--- config.mk ---
export PLATFORM = sky130hd
export DESIGN_NAME = cmd_master
export DESIGN_NICKNAME = d
export VERILOG_FILES = /design/src/rtl/cmd_pkg.sv /design/src/rtl/cmd_tx_hs.sv /design/src/rtl/cmd_master.sv
export SDC_FILE = /design/constraint.sdc
export NUM_CORES = 1
export LEC_CHECK = 0
export CORE_MARGIN = 2
export CORE_UTILIZATION = 30
export DETAILED_ROUTE_END_ITERATION = 12
export GPL_TIMING_DRIVEN = 0
export PLACE_DENSITY = 0.52
export SLEW_MARGIN = 20
export SYNTH_ARGS = -nofsm -noshare
export SYNTH_HDL_FRONTEND = slang
export SYNTH_HIERARCHICAL = 1
export SYNTH_SLANG_ARGS = --single-unit
--- constraint.sdc ---
create_clock -name clk_i -period 2.2 [get_ports clk_i]
set_clock_uncertainty 0.1 [all_clocks]
set_input_delay 0.55 -clock clk_i [delete_from_list [all_inputs] [get_ports clk_i]]
set_output_delay 0.55 -clock clk_i [all_outputs]
set_load 0.005 [all_outputs]
--- src/rtl/cmd_pkg.sv ---
// Shared definitions for the UART register-access byte protocol, used by both
// the host-side initiator and the device-side command interpreter.
package cmd_pkg;

  localparam int CMD_WR_BIT = 7;
  localparam int CMD_ADDR_W = 7;
  localparam int CMD_DATA_W = 8;

  typedef enum logic [2:0] {
    IDLE,
    SEND_CMD,
    WAIT_CMD,
    SEND_DATA,
    WAIT_DATA,
    WAIT_RSP,
    DONE
  } cmd_master_state_e;

  // Command byte: write flag in the MSB, register address below it.
  function automatic logic [CMD_DATA_W-1:0] cmd_byte(input logic wr,
                                                     input logic [CMD_ADDR_W-1:0] addr);
    logic [CMD_DATA_W-1:0] b;
    b = '0;
    b[CMD_WR_BIT]             = wr;
    b[CMD_ADDR_W-1:0]         = addr;
    return b;
  endfunction

endpackage

--- src/rtl/cmd_tx_hs.sv ---
// Transmit handshake with the UART: forwards the start pulse and reports when
// the byte has left, i.e. busy was seen high and has since dropped.
module cmd_tx_hs (
  input  logic clk_i,
  input  logic rst_n_i,
  input  logic send_i,
  input  logic busy_i,
  output logic tx_start_o,
  output logic byte_done_o
);

  logic r_seen;

  // NOTE: sequential state uses non-blocking assignments so every flop samples
  // pre-edge values regardless of process ordering.
  always_ff @(posedge clk_i or negedge rst_n_i) begin
    if (!rst_n_i) begin
      r_seen <= 1'b0;
    end else if (send_i) begin
      r_seen <= 1'b0;
    end else if (busy_i) begin
      r_seen <= 1'b1;
    end
  end

  // Busy may rise several cycles after the start pulse; without the seen flag
  // the idle gap before busy would look like a finished byte.
  assign tx_start_o  = send_i;
  assign byte_done_o = r_seen & ~busy_i;

endmodule

--- src/rtl/cmd_master.sv ---
// Host-side initiator: serialises one register read/write into command bytes on
// a UART transmitter and, for reads, collects the single reply byte.
module cmd_master
  import cmd_pkg::*;
#(
  parameter  int TIMEOUT_CYCLES = 1_000_000,
  localparam int TO_W           = $clog2(TIMEOUT_CYCLES + 1)
) (
  input  logic                  clk_i,
  input  logic                  rst_n_i,
  input  logic                  req_valid_i,
  output logic                  req_ready_o,
  input  logic                  req_wr_i,
  input  logic [CMD_ADDR_W-1:0] req_addr_i,
  input  logic [CMD_DATA_W-1:0] req_wdata_i,
  output logic                  rsp_valid_o,
  output logic [CMD_DATA_W-1:0] rsp_rdata_o,
  output logic                  rsp_err_o,
  output logic                  tx_start_o,
  output logic [CMD_DATA_W-1:0] tx_byte_o,
  input  logic                  tx_busy_i,
  input  logic                  rx_valid_i,
  input  logic [CMD_DATA_W-1:0] rx_byte_i,
  input  logic                  rx_error_i
);

  cmd_master_state_e     r_state, w_next_state;
  logic                  r_wr;
  logic [CMD_DATA_W-1:0] r_wdata;
  logic [CMD_DATA_W-1:0] r_tx_byte;
  logic [CMD_DATA_W-1:0] r_rdata;
  logic                  r_err;
  logic [TO_W-1:0]       r_to_cnt;

  logic                  w_accept;
  logic                  w_send;
  logic                  w_byte_done;
  logic                  w_load_data;
  logic                  w_load_rsp;
  logic [CMD_DATA_W-1:0] w_rsp_rdata;
  logic                  w_rsp_err;
  logic                  w_timeout;

  cmd_tx_hs u_tx_hs (
    .clk_i       (clk_i),
    .rst_n_i     (rst_n_i),
    .send_i      (w_send),
    .busy_i      (tx_busy_i),
    .tx_start_o  (tx_start_o),
    .byte_done_o (w_byte_done)
  );

  assign w_accept  = req_valid_i && (r_state == IDLE);
  assign w_timeout = (r_to_cnt == TO_W'(TIMEOUT_CYCLES - 1));

  always_comb begin
    // NOTE: every combinational output gets a default first so no path through
    // the case statement leaves it unassigned and infers a latch.
    w_next_state = r_state;
    w_send       = 1'b0;
    w_load_data  = 1'b0;
    w_load_rsp   = 1'b0;
    w_rsp_rdata  = '0;
    w_rsp_err    = 1'b0;
    case (r_state)
      IDLE:      if (req_valid_i) w_next_state = SEND_CMD;
      SEND_CMD: begin
        w_send       = 1'b1;
        w_next_state = WAIT_CMD;
      end
      WAIT_CMD: if (w_byte_done) begin
        w_load_data  = r_wr;
        w_next_state = r_wr ? SEND_DATA : WAIT_RSP;
      end
      SEND_DATA: begin
        w_send       = 1'b1;
        w_next_state = WAIT_DATA;
      end
      WAIT_DATA: if (w_byte_done) begin
        w_load_rsp   = 1'b1;
        w_next_state = DONE;
      end
      WAIT_RSP: begin
        // Error beats a simultaneous byte; any reply beats the timeout.
        if (rx_error_i) begin
          w_load_rsp   = 1'b1;
          w_rsp_err    = 1'b1;
          w_next_state = DONE;
        end else if (rx_valid_i) begin
          w_load_rsp   = 1'b1;
          w_rsp_rdata  = rx_byte_i;
          w_next_state = DONE;
        end else if (w_timeout) begin
          w_load_rsp   = 1'b1;
          w_rsp_err    = 1'b1;
          w_next_state = DONE;
        end
      end
      DONE:      w_next_state = IDLE;
      default:   w_next_state = IDLE;
    endcase
  end

  always_ff @(posedge clk_i or negedge rst_n_i) begin
    if (!rst_n_i) begin
      r_state   <= IDLE;
      r_wr      <= 1'b0;
      r_wdata   <= '0;
      r_tx_byte <= '0;
      r_rdata   <= '0;
      r_err     <= 1'b0;
    end else begin
      r_state <= w_next_state;
      if (w_accept) begin
        r_wr      <= req_wr_i;
        r_wdata   <= req_wdata_i;
        r_tx_byte <= cmd_byte(req_wr_i, req_addr_i);
      end else if (w_load_data) begin
        r_tx_byte <= r_wdata;
      end
      if (w_load_rsp) begin
        r_rdata <= w_rsp_rdata;
        r_err   <= w_rsp_err;
      end
    end
  end

  always_ff @(posedge clk_i or negedge rst_n_i) begin
    if (!rst_n_i) begin
      r_to_cnt <= '0;
    end else if (r_state != WAIT_RSP) begin
      r_to_cnt <= '0;
    end else begin
      r_to_cnt <= r_to_cnt + TO_W'(1);
    end
  end

  assign req_ready_o = (r_state == IDLE);
  assign rsp_valid_o = (r_state == DONE);
  assign rsp_rdata_o = r_rdata;
  assign rsp_err_o   = r_err;
  assign tx_byte_o   = r_tx_byte;

endmodule

==> results_dict.tcl, run 1 <==
set metrics [dict create \
    outcome "complete, no violations" \
    yosys-top-cells-area "dfrtp_1, nand2_1, nor2_1, mux2i_1, mux2_2" \
    vdd_drop_max_uv 382 \
    placed_cell_area_um2 2980 \
    die_w_um 92.7 \
    wire_per_inst_um 13.5 \
    firstDrtPassIters 4 \
    yosysTopAreaCell "dfrtp_1" \
    r2r_start "r_to_cnt[7]$_DFF_PN0_" \
    crit_required_ps 2280 \
    antenna_found_initial 0 \
    synth-edff-count 0 \
    placed_cells 385 \
    initial_core_util 0.307 \
    synth-main-ff-cell "dfrtp_1" \
    ant_nets 0 \
    ys_types 41 \
    min_period_ps 2110 \
    syn_inst 234 \
    syn2layout_area_growth_pct 34.0 \
    cts-root-buf "clkbuf_8" \
    ys_seq_area_frac 0.530 \
    setup_violations 0 \
    grt_max_degree 51 \
    rr_worst_depth 5 \
    final_cells 395 \
    diodes 0 \
    crit_fanout 9 \
    synthArstFlopShare 1.00 \
    ios 50 \
    hpwl_um 3640 \
    crit_path_end_kind "register" \
    grt_util_all_layers 0.134 \
    cts_tree "done" \
    htree_num_levels 2 \
    port_buffers 49 \
    overflow 0 \
    insertion_delay_ps 300 \
    clock_sinks 50 \
    r2r_end "rsp_rdata_o[5]$_DFFE_PN0P_" \
    syn-num-nets 265 \
    drive_gt1_frac 0.137 \
    seq_area_um2 1260 \
    finalWorstSetupSlack_ps 90.4 \
    maxClockFrequency_ghz 0.474 \
    hp-class "in2async" \
    finalHoldViolations 0 \
    finalInstanceArea_um2 3160 \
    cts_max_path_buffers 2 \
    dieHeight_um 92.7 \
    yosysTopAreaCellShare 0.530 \
    p_leak_nw 1.26 \
    maxSlewViolCount 0 \
    ys_warn_count 6 \
    fin_crit_sh 0.959 \
    synth_area_per_cell_um2 10.1 \
    r2r_slack_ps 90 \
    drt_iter0_markers 78 \
    route.detailed.drc 0 \
    dieArea_um2 8590 \
    nFillCells 766 \
    cts_made_buffers 5 \
    netlist_area_um2 2360 \
    tightest_slew_ps 749 \
    cap_violations 0 \
    slew_headroom 0.500 \
    total_power_mw 3.13 \
    crit_type "reg2reg" \
    grt_pass1_vias 1924 \
    gp_congestion 0.731 \
    num_rows 32 \
    pre_cts_slack_ps -555 \
    fin_util 0.411 \
    crit_arrival_ps 2190 \
    ys_seq_elements 50 \
    rsz0062_at_grt "no" \
    viasPerCell 4.81 \
    clk_pin_slew_worst_paths_ps 90 \
    worstSetupStartpointType "register" \
    powerDensity_nw_per_um2 989 \
    core_um2 7690 \
    fin_nets 323 \
    ctsHoldBuffers 0 \
    routed_wl_um 5320 \
    vias 1899 \
    multiInputGateArea_um2 1080 \
    grt_pass1_wl_um 9170 \
]
==> per-layer routing <==
| metal | part of all wire | global-route usage |
|---|---|---|
| met5 | 0 | 0 |
| met4 | 0.013 | 0.0404 |
| met3 | 0.033 | 0.0260 |
| met2 | 0.46 | 0.211 |
| met1 | 0.49 | 0.186 |
==> how the worst max path moves through the flow <==
stage / startpoint / endpoint / cells past startpoint
final: r_to_cnt[7]$_DFF_PN0_ / rsp_rdata_o[5]$_DFFE_PN0P_ / 5
after global routing: r_to_cnt[7]$_DFF_PN0_ / rsp_rdata_o[5]$_DFFE_PN0P_ / 5
after CTS: r_to_cnt[7]$_DFF_PN0_ / rsp_rdata_o[5]$_DFFE_PN0P_ / 5
after detailed placement: req_valid_i / tx_byte_o[6]$_DFFE_PN0P_ / 7
after global placement: rst_n_i / u_tx_hs/r_seen$_DFFE_PN0P_ / 1
after floorplan: r_to_cnt[6]$_DFF_PN0_ / rsp_rdata_o[4]$_DFFE_PN0P_ / 4
==> registers in the layout, indices dropped and copies added, names as in the netlist <==
signal and cells:
r_to_cnt 20, r_wdata 8, rsp_rdata_o 8, tx_byte_o 8
r_state 3, r_wr 1, rsp_err_o 1, u_tx_hs/r_seen 1
==> worst max-delay path, cell delays in order (launching register included) <==
cell and delay, ps:
dfrtp_2 450, or4_1 510, or4_4 530, nor3_4 170
buf_12 150, o21ai_0 90
==> where the power goes <==
group / switching, mW / total, mW / internal (mW)
logic: 0.482 / 1.14 / 0.660
clock network: 0.299 / 0.640 / 0.341
registers: 0.161 / 1.35 / 1.19
==> cell usage after synthesis, types with 2 or more instances <==
library cell and count:
o21ai_1 6, xnor2_1 8, o31ai_1 2, mux2_2 7, o2bb2ai_1 2, nor4_1 5, o21ai_0 8, o21a_1 2
nor3_1 3, dfrtp_1 50, nand2b_1 3, mux2i_1 8, a21oi_1 14, or3_1 3, inv_1 4, or4_1 5
buf_2 2, and2_1 2, nand4_1 6, and3_1 3, nand3_1 9, nor2_1 26, clkbuf_1 7, nand2_1 26
xor2_1 4, nor2b_1 4
==> per-stage QoR <==
| stage | setup TNS [ps] | hold WS [ps] |
|---|---|---|
| finish | 0 | 177 |
| global route | 0 | 220 |
| CTS | 0 | 198 |
| detailed placement | -8190 | 368 |
| global placement | -64590 | 366 |
| floorplan | 0 | 154 |
==> cell usage in the layout (no fill, tap or decap), types with 7 or more instances in the layout <==
master	count
xnor2_1	8
nand2_1	26
o21ai_0	8
nor2_1	26
mux2i_1	8
a21oi_1	14
dfrtp_1	45
nand3_1	8
clkdlybuf4s50_1	45
mux2_2	7
==> layout make-up <==
class                   instances  share of cell area
flip-flops and latches         50               0.398
multi-input cells             170               0.340
repair buffers                 54               0.169
well taps                     102              0.0403
clock buffers                   7              0.0241
plain buffers                   7              0.0146
clock inverters                 1             0.00949
inverters                       4             0.00475
==> logic make-up after synthesis <==
logic type,Yosys count,share of synthesized area
AND/OR/NAND/NOR,101,0.223
flip-flops,50,0.530
buffers and inverters,14,0.0249
AO/OA/AOI/OAI,41,0.104
XOR/XNOR,12,0.0445
adder cells (fa/ha/maj),1,0.00530
multiplexers,15,0.0673
==> what timing repair did <==
action / CTS / global route
pin swaps: 1 / 3
endpoints found under the setup margin: 22 / 14
gates resized for setup: 13 / 8
setup buffers: 3 / 2
Power figures use the tool's default switching activity.
==> run 2, diff against run 1 <==
--- a/config.mk
+++ b/config.mk
@@ -11,5 +11,4 @@
 export GPL_TIMING_DRIVEN = 0
 export PLACE_DENSITY = 0.52
-export SLEW_MARGIN = 20
 export SYNTH_ARGS = -nofsm -noshare
 export SYNTH_HDL_FRONTEND = slang
==> constraint.sdc (replaced) <==
create_clock -name clk_i -period 2.2 [get_ports clk_i]
set_clock_uncertainty 0.1 [all_clocks]
set_input_delay 0.44 -clock clk_i [delete_from_list [all_inputs] [get_ports clk_i]]
set_output_delay 0.44 -clock clk_i [all_outputs]
set_load 0.005 [all_outputs]
==> run 2 against run 1 <==
Count of clock-buffer cells in the layout down 1. Worst setup slack got worse by 15 ps. Maximum frequency shrank 0.69%. Register-to-register slack barely moved. Wire length is 0.81% higher. Non-clock buffer count is 2 higher. Cell area is 1.8% higher. Largest cell class unchanged.
==> results_dict.tcl, run 2 (same netlist as run 1, synthesis figures left out) <==
set metrics [dict create \
    cts_max_path_buffers 2 \
    fin_crit_sh 0.966 \
    cts_made_buffers 5 \
    hpwl_um 3750 \
    largest_register "r_to_cnt" \
    syn2layout_area_growth_pct 36.4 \
    viasPerCell 4.80 \
    crit_required_ps 2260 \
    largest_register_ffs 20 \
    crit_arrival_ps 2190 \
    vias 1905 \
    final_cells 397 \
    antenna_found_initial 0 \
    crit_type "reg2reg" \
    insertion_delay_ps 300 \
    outcome "complete, no violations" \
    dieArea_um2 8590 \
    grt_pass1_wl_um 8890 \
    overflow 0 \
    min_period_ps 2120 \
    clk_pin_slew_worst_paths_ps 90 \
    seq_area_um2 1250 \
    ios 50 \
    die_w_um 92.7 \
    placed_cells 386 \
    crit_path_end_kind "register" \
    final_common_cell "clkdlybuf4s50_1" \
    drt_iter0_markers 53 \
    finalWorstSetupSlack_ps 75.7 \
    vdd_drop_max_uv 373 \
    clock_sinks 50 \
    route.detailed.drc 0 \
    port_buffers 49 \
    p_leak_nw 1.28 \
    finalHoldViolations 0 \
    nFillCells 759 \
    cts_tree "done" \
    met3_length_um 181 \
    routed_wl_um 5360 \
    wire_per_inst_um 13.5 \
    finalInstanceArea_um2 3220 \
    fin_nets 325 \
    dieHeight_um 92.7 \
    ant_nets 0 \
    grt_pass1_vias 1867 \
    wl_met2_um 2560 \
    gp_congestion 0.731 \
    initial_core_util 0.307 \
    setup_violations 0 \
    tightest_slew_ps 756 \
    multiInputGateArea_um2 1070 \
    maxSlewViolCount 0 \
    grt_max_degree 29 \
    firstDrtPassIters 4 \
    fin_tns_setup_ps 0 \
    cts-root-buf "clkbuf_8" \
    powerDensity_nw_per_um2 1020 \
    pre_cts_slack_ps -445 \
    grt_util_all_layers 0.128 \
    slew_headroom 0.496 \
    maxClockFrequency_ghz 0.471 \
    drt-met1-wl_um 2570 \
    placed_cell_area_um2 2990 \
    core_um2 7690 \
    worstSetupStartpointType "register" \
    drive_gt1_frac 0.139 \
    htree_num_levels 2 \
    num_rows 32 \
    hp-class "in2async" \
    final_cell_mix "clkdlybuf4s50_1, dfrtp_1, nand2_1, nor2_1, a21oi_1" \
    top_layer "met4" \
    cap_violations 0 \
    diodes 0 \
    crit_fanout 4 \
]
## run 2: area by class of cell
cell class | instances | area share
Tap cell | 102 | 0.0396
Clock buffer | 6 | 0.0257
Sequential cell | 50 | 0.390
Timing Repair Buffer | 57 | 0.177
Buffer | 6 | 0.0113
Inverter | 4 | 0.00466
Clock inverter | 2 | 0.0187
Multi-Input combinational cell | 170 | 0.333
## run 2: power breakdown
| group | leakage (nW) | internal, mW | switching, mW | total [mW] |
|---|---|---|---|---|
| logic | 0.568 | 0.677 | 0.481 | 1.16 |
| clock network | 0.0714 | 0.485 | 0.307 | 0.792 |
| registers | 0.641 | 1.19 | 0.160 | 1.35 |
| total | 1.28 | 2.35 | 0.948 | 3.30 |
## run 2: what timing repair did
item / 4_1_cts / 5_1_grt
gates resized for setup: 5 / 8
pin swaps: 1 / 2
endpoints found under the setup margin: 21 / 22
buffers inserted: 3 / 4
hold buffers: 0 / 0
## run 2: worst paths after layout
kind | start | endpoint | slack, ps | depth (start not counted)
min | rst_n_i | r_to_cnt[11]$_DFF_PN0_ | 20 | 1
max | r_to_cnt[8]$_DFF_PN0_ | r_state[0]$_DFFE_PN0P_ | 80 | 4
min reg2reg | r_wdata[7]$_DFFE_PN0P_ | r_wdata[7]$_DFFE_PN0P_ | 380 | 2
min in group clk_i | r_wdata[7]$_DFFE_PN0P_ | r_wdata[7]$_DFFE_PN0P_ | 380 | 2
max reg2reg | r_to_cnt[8]$_DFF_PN0_ | r_state[0]$_DFFE_PN0P_ | 80 | 4
max in group asynchronous | rst_n_i | r_to_cnt[2]$_DFF_PN0_ | 1440 | 2
## run 2: per-stage QoR
stage	hold WS (ps)	power (mW)	utilization
after CTS	31.7	3.34	0.412
final	15.2	3.30	0.419
after floorplan	44.4	1.95	-
after detailed placement	361	2.52	0.389
after global placement	366	2.50	0.387
after global routing	43.0	3.52	0.419
## run 2: metal layers
metal  up-vias  global-route usage
li1        944                   -
met1       920               0.181
met2        37               0.203
met3         4              0.0212
met4         0              0.0392
met5         -                   0
## run 2: critical path: stages (launching register included)
cell and delay (ps):
dfrtp_1 430, or4_4 550, or4_4 530, o211ai_1 260
o32ai_1 130
==> run 3, diff against run 2 <==
--- a/config.mk
+++ b/config.mk
@@ -9,6 +9,7 @@
 export CORE_UTILIZATION = 30
 export DETAILED_ROUTE_END_ITERATION = 12
+export DONT_BUFFER_PORTS = 1
 export GPL_TIMING_DRIVEN = 0
-export PLACE_DENSITY = 0.52
+export PLACE_DENSITY = 0.44
 export SYNTH_ARGS = -nofsm -noshare
 export SYNTH_HDL_FRONTEND = slang
--- a/constraint.sdc
+++ b/constraint.sdc
@@ -3,3 +3,3 @@
 set_input_delay 0.44 -clock clk_i [delete_from_list [all_inputs] [get_ports clk_i]]
 set_output_delay 0.44 -clock clk_i [all_outputs]
-set_load 0.005 [all_outputs]
+set_load 0.01 [all_outputs]
==> run 3 against run 2 <==
Global-route usage down 0.13 points. Final cell count decreased by 12%. First-iteration DRC count rose by 43%. Critical path type unchanged. Total power decreased by 9.9%. Count of clock-buffer cells in the layout is the same. Combinational power is 36% lower.
==> results_dict.tcl, run 3 (same netlist as run 1, synthesis figures left out) <==
set metrics [dict create \
    cts_max_path_buffers 2 \
    crit_arrival_ps 2230 \
    worstSetupStartpointType "register" \
    hpwl_um 3420 \
    insertion_delay_ps 300 \
    vias 1741 \
    overflow 0 \
    fin_nets 278 \
    cts_tree "done" \
    ios 50 \
    gp_congestion 0.742 \
    cts_made_buffers 5 \
    crit_required_ps 2330 \
    tightest_slew_ps 733 \
    rsz0062_at_grt "no" \
    die_w_um 92.7 \
    syn2layout_area_growth_pct 15.5 \
    worst_hold_startpoint "req_wdata_i[7]" \
    drt_iter0_markers 76 \
    largest_register "r_to_cnt" \
    setup_violations 0 \
    nFillCells 790 \
    routed_wl_um 4980 \
    r2r_start "r_to_cnt[2]$_DFF_PN0_" \
    p_leak_nw 1.10 \
    route.detailed.drc 0 \
    seq_area_um2 1250 \
    firstDrtPassIters 4 \
    fin_crit_sh 0.953 \
    maxSlewViolCount 0 \
    multiInputGateArea_um2 1070 \
    wire_per_inst_um 14.2 \
    total_power_mw 2.97 \
    diodes 0 \
    cap_violations 0 \
    ant_nets 0 \
    crit_type "reg2reg" \
    port_buffers 0 \
    grt_util_all_layers 0.127 \
    dieHeight_um 92.7 \
    finalHoldViolations 0 \
    vdd_drop_max_uv 413 \
    whs_ps 148 \
    fin_util 0.355 \
    htree_num_levels 2 \
    grt_max_degree 51 \
    clock_sinks 50 \
    grt_pass1_vias 1731 \
    dieArea_um2 8590 \
    hp-class "in2reg" \
    slew_headroom 0.511 \
    antenna_found_initial 0 \
    initial_core_util 0.307 \
    final_cell_mix "dfrtp_1, nand2_1, nor2_1, a21oi_1, nand3_1" \
    num_rows 32 \
    min_period_ps 2100 \
    crit_path_end_kind "register" \
    core_um2 7690 \
    powerDensity_nw_per_um2 1090 \
    crit_fanout 8 \
    maxClockFrequency_ghz 0.477 \
    grt_pass1_wl_um 8800 \
    cts-root-buf "clkbuf_8" \
    outcome "complete, no violations" \
    largest_register_ffs 20 \
    clk_pin_slew_worst_paths_ps 90 \
    viasPerCell 4.97 \
    worstSetupStartpoint "r_to_cnt[2]$_DFF_PN0_" \
    drive_gt1_frac 0.137 \
    final_common_cell "dfrtp_1" \
]
run 3: layout make-up:
cell class / count / share of cell area
clock buffer: 6 / 0.0303
buffer: 7 / 0.0119
sequential: 50 / 0.459
timing repair buffer: 9 / 0.0330
clock inverter: 2 / 0.0220
tap: 102 / 0.0468
inverter: 4 / 0.00551
multi-input combinational: 170 / 0.391
run 3: timing repair:
action	in CTS	in global routing
setup endpoints to repair	16	17
hold buffers	2	0
setup buffers	5	2
endpoints found under the hold margin	50	0
resized for setup	3	2
pin swaps	1	2
run 3: power breakdown:
part           switching, mW  total, mW  internal (mW)  leakage, nW
Sequential             0.242       1.43           1.19        0.645
Clock                  0.309      0.794          0.485       0.0714
Combinational          0.410      0.748          0.338        0.385
Total                  0.961       2.97           2.01         1.10
run 3: layer usage:
layer	up-vias	GRT usage	wire length (um)
li1	848	-	-
met1	846	0.181	2290
met2	42	0.189	2300
met3	5	0.0382	341
met4	0	0.0331	42
met5	-	0	0
run 3: worst paths after layout:
path,to,slack (ps),depth (start not counted)
min in group asynchronous,rsp_rdata_o[3]$_DFFE_PN0P_,560,2
setup reg to reg,r_to_cnt[17]$_DFF_PN0_,100,5
setup / recovery,r_to_cnt[17]$_DFF_PN0_,100,5
hold reg to reg,r_wdata[7]$_DFFE_PN0P_,390,2
max in group asynchronous,r_to_cnt[6]$_DFF_PN0_,1190,2
hold / removal,r_wdata[7]$_DFFE_PN0P_,150,2
run 3: stage by stage:
step | instance area [um^2] | TNS [ps] | instances | worst slack, ps
2_1_floorplan | 2360 | 0 | 234 | 137
3_3_place_gp | 2490 | -1830 | 336 | -196
3_5_place_dp | 2490 | -1520 | 336 | -134
4_1_cts | 2710 | 0 | 350 | 33.9
5_1_grt | 2730 | 0 | 350 | 8.70
6_report | 2730 | 0 | 350 | 103
run 3: critical path, cell delays in order (launching register included):
cell and delay (ps):
dfrtp_1 490, nand4_4 180, or4_1 530, buf_2 180, or4_1 400, a21oi_1 140
